<file path="src/rtl/cp0_regs.sv">
// Coprocessor-0 register file with the Count/Compare timer.
// Ports:
//   clk, resetn        clock and asynchronous active-low reset
//   cp0_op             operation to commit this cycle (mutually exclusive kinds)
//   is_valid_exc       qualifies EXC/BADVA/TLB_EXC ops
//   exc_info           epc, branch-delay flag, exception code, bad virtual address
//   mtc0_addr/_wdata   MTC0 destination register and data
//   mfc0_addr/_rdata   combinational MFC0 read port (pre-edge values)
//   hw_int             level-sensitive external interrupt lines
//   tlbr_*             TLB entry returned for TLBR
//   tlbp_hit/_index    TLBP probe result
//   cp0_*              current architectural register values

package cp0_pkg;
    typedef enum logic [3:0] {
        Cp0OpNone,
        Cp0OpExc,
        Cp0OpBadva,
        Cp0OpTlbExc,
        Cp0OpEret,
        Cp0OpMtc0,
        Cp0OpTlbw,
        Cp0OpTlbr,
        Cp0OpTlbp
    } cp0_op_t;

    typedef struct packed {
        logic [31:0] epc;
        logic        cause_bd;
        logic [4:0]  cause_exccode;
        logic [31:0] badvaddr;
    } exc_info_t;
endpackage

module cp0_regs
    import cp0_pkg::*;
#(
    parameter int unsigned TLB_IDX_W = 4
) (
    input  logic                 clk,
    input  logic                 resetn,
    input  cp0_op_t              cp0_op,
    input  logic                 is_valid_exc,
    input  exc_info_t            exc_info,
    input  logic [4:0]           mtc0_addr,
    input  logic [31:0]          mtc0_wdata,
    input  logic [4:0]           mfc0_addr,
    output logic [31:0]          mfc0_rdata,
    input  logic [5:0]           hw_int,
    input  logic [31:0]          tlbr_entryhi,
    input  logic [31:0]          tlbr_entrylo0,
    input  logic [31:0]          tlbr_entrylo1,
    input  logic                 tlbp_hit,
    input  logic [TLB_IDX_W-1:0] tlbp_index,
    output logic [31:0]          cp0_status,
    output logic [31:0]          cp0_cause,
    output logic [31:0]          cp0_epc,
    output logic [31:0]          cp0_entryhi,
    output logic [31:0]          cp0_index,
    output logic [31:0]          cp0_entrylo0,
    output logic [31:0]          cp0_entrylo1
);

    logic                 idx_p_q, idx_p_d;
    logic [TLB_IDX_W-1:0] idx_q, idx_d;
    logic [25:0]          lo0_q, lo0_d, lo1_q, lo1_d;
    logic [31:0]          badvaddr_q, badvaddr_d;
    logic [31:0]          count_q, count_d;
    logic [31:0]          compare_q, compare_d;
    logic [18:0]          vpn2_q, vpn2_d;
    logic [7:0]           asid_q, asid_d;
    logic [7:0]           im_q, im_d;
    logic                 exl_q, exl_d, ie_q, ie_d;
    logic                 bd_q, bd_d, ti_q, ti_d;
    logic [5:0]           ip_hw_q, ip_hw_d;
    logic [1:0]           ip_sw_q, ip_sw_d;
    logic [4:0]           exccode_q, exccode_d;
    logic [31:0]          epc_q, epc_d;
    logic                 tick_q, tick_d;

    // TLBR/TLB_EXC bits that fall outside the writable masks.
    logic unused_bits;
    assign unused_bits = ^{tlbr_entrylo0[31:26], tlbr_entrylo1[31:26], tlbr_entryhi[12:8]};

    always_comb begin
        idx_p_d    = idx_p_q;
        idx_d      = idx_q;
        lo0_d      = lo0_q;
        lo1_d      = lo1_q;
        badvaddr_d = badvaddr_q;
        compare_d  = compare_q;
        vpn2_d     = vpn2_q;
        asid_d     = asid_q;
        im_d       = im_q;
        exl_d      = exl_q;
        ie_d       = ie_q;
        bd_d       = bd_q;
        ip_sw_d    = ip_sw_q;
        exccode_d  = exccode_q;
        epc_d      = epc_q;
        tick_d     = ~tick_q;
        count_d    = count_q + {31'b0, tick_q};
        ti_d       = ti_q;

        if ((count_q == compare_q) && (compare_q != '0)) begin
            ti_d = 1'b1;
        end

        unique case (cp0_op)
            Cp0OpExc, Cp0OpBadva, Cp0OpTlbExc: begin
                if (is_valid_exc) begin
                    epc_d     = exc_info.epc;
                    bd_d      = exc_info.cause_bd;
                    exccode_d = exc_info.cause_exccode;
                    exl_d     = 1'b1;
                    if (cp0_op != Cp0OpExc) begin
                        badvaddr_d = exc_info.badvaddr;
                    end
                    if (cp0_op == Cp0OpTlbExc) begin
                        vpn2_d = exc_info.badvaddr[31:13];
                    end
                end
            end
            Cp0OpEret: exl_d = 1'b0;
            Cp0OpMtc0: begin
                case (mtc0_addr)
                    5'd0:  idx_d = mtc0_wdata[TLB_IDX_W-1:0];
                    5'd2:  lo0_d = mtc0_wdata[25:0];
                    5'd3:  lo1_d = mtc0_wdata[25:0];
                    5'd9:  count_d = mtc0_wdata;  // overrides this cycle's increment
                    5'd10: begin
                        vpn2_d = mtc0_wdata[31:13];
                        asid_d = mtc0_wdata[7:0];
                    end
                    5'd11: begin
                        compare_d = mtc0_wdata;
                        ti_d      = 1'b0;  // clear beats a same-cycle match
                    end
                    5'd12: begin
                        im_d  = mtc0_wdata[15:8];
                        exl_d = mtc0_wdata[1];
                        ie_d  = mtc0_wdata[0];
                    end
                    5'd13: ip_sw_d = mtc0_wdata[9:8];
                    5'd14: epc_d = mtc0_wdata;
                    default: ;
                endcase
            end
            Cp0OpTlbr: begin
                vpn2_d = tlbr_entryhi[31:13];
                asid_d = tlbr_entryhi[7:0];
                lo0_d  = tlbr_entrylo0[25:0];
                lo1_d  = tlbr_entrylo1[25:0];
            end
            Cp0OpTlbp: begin
                idx_p_d = ~tlbp_hit;
                idx_d   = tlbp_hit ? tlbp_index : '0;
            end
            Cp0OpNone, Cp0OpTlbw: ;
            default: ;
        endcase

        // IP7 carries the timer interrupt alongside hw_int[5].
        ip_hw_d = {hw_int[5] | ti_d, hw_int[4:0]};
    end

    always_ff @(posedge clk or negedge resetn) begin
        if (!resetn) begin
            idx_p_q    <= 1'b0;
            idx_q      <= '0;
            lo0_q      <= '0;
            lo1_q      <= '0;
            badvaddr_q <= '0;
            count_q    <= '0;
            compare_q  <= '0;
            vpn2_q     <= '0;
            asid_q     <= '0;
            im_q       <= '0;
            exl_q      <= 1'b0;
            ie_q       <= 1'b0;
            bd_q       <= 1'b0;
            ti_q       <= 1'b0;
            ip_hw_q    <= '0;
            ip_sw_q    <= '0;
            exccode_q  <= '0;
            epc_q      <= '0;
            tick_q     <= 1'b0;
        end else begin
            idx_p_q    <= idx_p_d;
            idx_q      <= idx_d;
            lo0_q      <= lo0_d;
            lo1_q      <= lo1_d;
            badvaddr_q <= badvaddr_d;
            count_q    <= count_d;
            compare_q  <= compare_d;
            vpn2_q     <= vpn2_d;
            asid_q     <= asid_d;
            im_q       <= im_d;
            exl_q      <= exl_d;
            ie_q       <= ie_d;
            bd_q       <= bd_d;
            ti_q       <= ti_d;
            ip_hw_q    <= ip_hw_d;
            ip_sw_q    <= ip_sw_d;
            exccode_q  <= exccode_d;
            epc_q      <= epc_d;
            tick_q     <= tick_d;
        end
    end

    // BEV (bit 22) is hardwired to 1.
    assign cp0_status   = {9'b0, 1'b1, 6'b0, im_q, 6'b0, exl_q, ie_q};
    assign cp0_cause    = {bd_q, ti_q, 14'b0, ip_hw_q, ip_sw_q, 1'b0, exccode_q, 2'b0};
    assign cp0_epc      = epc_q;
    assign cp0_entryhi  = {vpn2_q, 5'b0, asid_q};
    assign cp0_index    = {idx_p_q, {(31 - TLB_IDX_W){1'b0}}, idx_q};
    assign cp0_entrylo0 = {6'b0, lo0_q};
    assign cp0_entrylo1 = {6'b0, lo1_q};

    always_comb begin
        mfc0_rdata = '0;
        case (mfc0_addr)
            5'd0:  mfc0_rdata = cp0_index;
            5'd2:  mfc0_rdata = cp0_entrylo0;
            5'd3:  mfc0_rdata = cp0_entrylo1;
            5'd8:  mfc0_rdata = badvaddr_q;
            5'd9:  mfc0_rdata = count_q;
            5'd10: mfc0_rdata = cp0_entryhi;
            5'd11: mfc0_rdata = compare_q;
            5'd12: mfc0_rdata = cp0_status;
            5'd13: mfc0_rdata = cp0_cause;
            5'd14: mfc0_rdata = epc_q;
            default: mfc0_rdata = '0;
        endcase
    end

endmodule

</file>
<file path="config.mk">
export PLATFORM = sky130hd
export DESIGN_NAME = cp0_regs
export DESIGN_NICKNAME = d
export VERILOG_FILES = /design/src/rtl/cp0_regs.sv
export SDC_FILE = /design/constraint.sdc
export NUM_CORES = 1
export LEC_CHECK = 0
export CAP_MARGIN = 25
export CORE_AREA = 2 2 189 191
export CTS_CLUSTER_SIZE = 40
export DETAILED_ROUTE_END_ITERATION = 12
export DIE_AREA = 0 0 191 193
export PLACE_DENSITY = 0.7
export SLEW_MARGIN = 10
export SYNTH_ARGS = -nofsm -noshare
export SYNTH_HDL_FRONTEND = slang
export SYNTH_SLANG_ARGS = --single-unit
</file>
<file path="constraint.sdc">
create_clock -name clk -period 2.6 [get_ports clk]
set_input_delay 0.26 -clock clk [delete_from_list [all_inputs] [get_ports clk]]
set_output_delay 0.26 -clock clk [all_outputs]
set_load 0.02 [all_outputs]
</file>
### After elaboration in Yosys (flattened, before gate mapping)

Cells that the tools add are included.

* bits in registers: 238
* bits of input ports: 226
* output and inout bits: 256
* word-level logic and storage cells: 104

* $add $sub $neg: 1
* equality and inequality tests: 34
* multiplexer cells: 25
* bitwise operators: 3
* reductions and logical operators: 22

Operator list (count)
* 32-bit case mux with 10 select lines: 1
* 32-bit two-way mux: 4
* 26-bit case mux with 2 select lines: 2
* 5-bit by 4-bit equality test with 1-bit output, second input constant: 13
* 32-bit case mux with 2 select lines: 1
* 19-bit two-way mux: 3
* 19-bit case mux with 3 select lines: 1
* 26-bit two-way mux: 2
* 32-bit by 1-bit adder with 32-bit output: 1
* 32-bit equality test: 1
* 32-bit nonzero test: 1
* 5-bit by 2-bit equality test with 1-bit output, second input constant: 4
* 8-bit case mux with 2 select lines: 1
* 2-bit AND reduction: 8
* 4-bit by 3-bit equality test with 1-bit output, second input constant: 3
* 5-bit logical NOT: 2
* 2-bit by 1-bit != test with 1-bit output, second input constant: 5
* 3-bit AND reduction: 3
* 4-bit by 2-bit equality test with 1-bit output, second input constant: 2
* 4-bit two-way mux: 2
* 8-bit two-way mux: 1
* 4-bit case mux with 2 select lines: 1
* 2-bit != test, second input constant: 3
* 2-bit nonzero test: 3
* 11 further kinds: 17

### Depth between registers and ports, before layout

Gate-level depths: netlist of run 1.

* depth after elaboration: 6
* depth in mapped cells: 8
* mapped depth without buffers: 7

### Least setup slack after synthesis of run 1

No wires, ideal clock.

* path type: register to register
* from: reg count_q[0]
* to: reg count_q[26]
* setup time: 0.132 ns
* arrival time: 1.770 ns
* data required time: 2.468 ns
* path slack: 0.698 ns
* cell stages (with the launch flop): 9
* path buffers: 1
* period minus slack after synthesis: 1.902 ns
* path through: dfrtp_1 -> ha_1 -> ha_1 -> nand3_1 -> or2_1 -> buf_2 -> nor4_2 -> xnor2_1 -> o21ai_1

* word-level cells in the longest chain between the ends: 3

RTL lines
* start: declaration: RTL line 68 `logic [31:0] count_q, count_d;`
* start signal: assignment: RTL line 194 `count_q <= count_d;`
* 32-bit by 1-bit adder with 32-bit output (*): RTL line 102 `count_d = count_q + {31'b0, tick_q};`
* 32-bit two-way mux: RTL line 126 `case (mtc0_addr)`
* 32-bit two-way mux (*): RTL line 109 `unique case (cp0_op)`
* via count_d[26]: RTL line 68

The timed path passes the listed nets; every way through them passes the cells marked *.
A chain may end at the register's enable or synchronous reset.

### Worst setup path in the final report of run 1

* from: in mfc0_addr[2]
* to: out mfc0_rdata[2]

* word-level cells in the longest chain between the ends: 2
* elaborated cells on any way between the ends: 11

RTL lines
* start: declaration: RTL line 47 `input logic [4:0] mfc0_addr,`
* 5-bit by 4-bit equality test with 1-bit output, or another cell as far along: RTL line 222 `case (mfc0_addr)`
* 32-bit case mux with 10 select lines (*): RTL line 222
* end: declaration: RTL line 48 `output logic [31:0] mfc0_rdata,`

Mark *: on every way between the ends. The rest lies on a longest branch, timed or not.

==> summary.txt, run 1 <==
CTS
  • CTS tree: done
  • Total CTS buffers: 28
  • Max Buffers Root-to-Sink: 3
  • H-tree levels: 1
  • Worst-Skew Late Latency: 550 ps
  • Worst-path clk slew: 60 ps
  • Root Driver: clkbuf_16
  • # clock sinks: between 200 and 250

Pwr
  • Combinational Power Share: 0.273
  • Cell Pwr Density: 687 nW/um^2
  • Max VDD drop: 0.000468 V
  • Flop pwr share: 0.413
  • Switching Fraction: 0.332
  • Leakage power: 8.01 nW
  • Internal: 8.61 mW
  • Net Switching: about 4.3 mW
  • Clock share of power: 0.313

Finish
  • Final Net Count: 1925
  • Fill cells: 3098
  • Non-filler instance count after layout: ~2.2k
  • Post-layout util: 0.537
  • Synthesis-to-layout area growth: 42.0%
  • Share of layout cells above drive strength 1: 0.161
  • Fin area: approximately 19000 sq um

Routing
  • Vias: around 12k
  • Total wire length: 50200 microns
  • Initial DRC Count: 815
  • Avg WL per Cell: 23.0 microns
  • Drt first pass iters: 8
  • Via/cell ratio: 5.41
  • Drt drc: 0
  • Metal-1 WL: 20100 microns
  • Wire length on met3: 4010 microns
  • Top sig layer: met4
  • Met2 wire length: 24900 microns
  • Number of routed nets with antenna violations: 0

Timing
  • Slew HR: 0.572
  • Tcrit/Tclk final: 0.994
  • Final min period: 2580 ps
  • Skew final: 21.8 ps
  • Final Hold Viols: 0
  • Final setup vio count: 0
  • Highest Clock Rate: 387 MHz
  • Unrepaired setup endpoints after global routing: yes
  • Final Slew Violations: 0
  • Setup TNS: 0 ps
  • Slack of the critical path: 16.6 ps
  • Worst-Margin Slew: 637 ps

Placed design
  • Placed Instance Area: 17800 sq um
  • Post-DP HPWL: 37400 microns
  • Gpl congestion: 0.863
  • Setup WS pre-CTS: -317 ps
  • Dpl cells: 2121
  • Port bufs: 381

Worst setup path
  • Most used cell, CP: buf_4
  • Critical-path cell list: clkdlybuf4s50_1 -> nand2b_1 -> buf_4 -> nor4b_4 -> buf_4 -> buf_4 -> a22oi_1 -> nand3_1 -> a221o_1 -> dlygate4sd2_1
  • Slowest cell on the critical path: clkdlybuf4s50_1
  • R2r setup slk: 270 ps
  • Setup CP Type: in2out
  • Req. time, crit path: roughly 2300 ps
  • Worst reg2reg path depth: 7
  • Critical Path Source Type: input pin
  • Crit path DAT: between 2000 and 2500 ps
  • Critical Path Sink Type: output port
  • Crit Path Max Fanout: 4
  • Slowest stage delay, CP: 440 ps

Floorplan
  • Die W: 191 microns
  • Full die area: 36900 sq um
  • Ports: between 400 and 500
  • Die Y: 193 microns
  • Row count: 69
  • Starting Density: 0.378
  • Core Footprint: ~35000 sq um

Yosys
  • Most common flop cell mapped by yosys: dfrtp_1
  • Netlist cell types: 55
  • Syn. warnings: 0
  • Post-synth EDFFs: 0
  • Yosys reg bits: 238
  • Sequential cell area fraction in the yosys report: 0.451
  • Async SR Flop Fraction: 1.00
  • Syn avg cell area: 10.3 sq um
  • Post-synth design cell area: between 10000 and 15000 sq um
  • Cells after Synth: between 1k and 1.5k

Global routing
  • Grt total ovfl: 0
  • Vias in the first global route: between 10k and 15k
  • Largest net degree at the start of global routing: 121
  • Total global-route track usage: 0.265
  • Initial antenna violation count: 2
  • First-pass GRT wire length: 73800 microns

Worst hold path
  • Worst hold path stage count: 3
  • Min-delay worst type: in2reg

Job
  • Max-Cap Viols: 0

Run status
  • Status: finished, final reports clean
## cells in the final DEF (no fill, tap or decap), drive strengths merged, types with 19 or more instances in the layout
master / Yosys / routed
clkdlybuf4s50: 0 / 344
dfrtp: 238 / 238
nand2: 120 / 120
mux2i: 116 / 116
o21ai: 106 / 106
buf: 139 / 100
mux2: 84 / 84
conb: 2 / 83
a22oi: 71 / 71
nor2: 69 / 69
a21oi: 63 / 63
clkbuf: 38 / 55
xnor2: 52 / 52
nand3: 39 / 39
nor4: 22 / 22
a222oi: 21 / 21
nand4: 21 / 21
dlygate4sd2: 0 / 19
## final timing paths
check	start	to
min in group asynchronous	resetn	cp0_epc[6]
max	mfc0_addr[2]	mfc0_rdata[2]
min	cp0_op[1]	exl_q
max reg2reg	count_q[0]	count_q[30]
min reg2reg	tick_q	tick_q
max in group asynchronous	resetn	lo0_q[13]
## Yosys cell counts, drive strengths merged, types with 5 or more instances
master	instances	area share
nand3	39	0.015
xnor2	52	0.034
a22oi	71	0.040
mux2	84	0.072
nor4b	5	0.0059
buf	139	0.073
a222oi	21	0.016
a221oi	5	0.0033
nand4	21	0.012
a21oi	63	0.024
nor4	22	0.017
xor2	10	0.0066
nand2	120	0.034
o21ai	106	0.040
dfrtp	238	0.45
nor2	69	0.020
nor3	10	0.0049
inv	7	0.0020
mux2i	116	0.088
clkbuf	38	0.011
a221o	7	0.0053
nor2b	5	0.0024
## sequential cells by signal, indices dropped and copies added, names as in the netlist, 2 cells and up
register	cells
compare_q	32
cp0_epc	32
exccode_q	5
asid_q	8
badvaddr_q	32
vpn2_q	19
im_q	8
idx_q	4
lo0_q	26
lo1_q	26
ip_sw_q	2
ip_hw_q	6
count_q	32
## per-layer routing
layer | GRT usage | up-vias
met5 | 0 | -
met4 | 0.0701 | 0
met3 | 0.0572 | 88
met2 | 0.468 | 559
met1 | 0.329 | 5811
li1 | - | 5340
## stage by stage
step | total power [mW] | hold WS (ps)
2_1_floorplan | 6.97 | -35.6
3_3_place_gp | 8.83 | 256
3_5_place_dp | 8.89 | 266
4_1_cts | 12.9 | 89.8
5_1_grt | 13.4 | 127
6_report | 12.9 | 93.4
## critical path, delay by kind of cell
kind,cells,cell delay [ps]
AND/OR/NAND/NOR,3,590
buffers and inverters,5,1270
AO/OA/AOI/OAI,2,200
## power groups by stage
stage          sequential, mW  combinational, mW  clock, mW
2_1_floorplan            5.50               1.47          0
3_3_place_gp             5.36               3.47          0
3_5_place_dp             5.36               3.53          0
4_1_cts                  5.31               3.53       4.10
5_1_grt                  5.41               3.78       4.25
6_report                 5.33               3.52       4.03
## cell families (layout without fill, tap and decap cells)
logic type      count (synthesis)  in the layout  share of synthesized area
mux                           200            200                      0.159
simple gates                  318            318                      0.126
flops                         238            238                      0.451
other cells                     2             86                   0.000568
xor+xnor                       62             62                     0.0411
fa+ha+maj                       2              2                    0.00189
buf+inv                       184            534                     0.0861
compound gates                281            281                      0.135
## area by class of cell
class / count / area, sq um / area share
Tap cell: 461 / 577 / 0.0307
Timing Repair Buffer: 476 / 4680 / 0.249
Inverter: 7 / 26.3 / 0.00140
Sequential cell: 238 / 5960 / 0.317
Clock buffer: 46 / 890 / 0.0474
Multi-Input combinational cell: 946 / 6570 / 0.350
Antenna cell: 3 / 7.51 / 0.000400
Clock inverter: 5 / 56.3 / 0.00300
## what timing repair did
item / CTS / global route
endpoints found under the setup margin: 30 / 14
hold buffers: 1 / 0
endpoints found under the hold margin: 62 / 0
resized for setup: 49 / 18
buffers inserted: 1 / 4
pin swaps: 5 / 4
cloned: 1 / 0
Power figures use the tool's default switching activity.
==> run 2: changes to the inputs <==
- ABC_CLOCK_PERIOD_IN_PS: default -> 2600
==> results of run 2 <==
Final layout, timing and power as in run 1 (identical DEF).
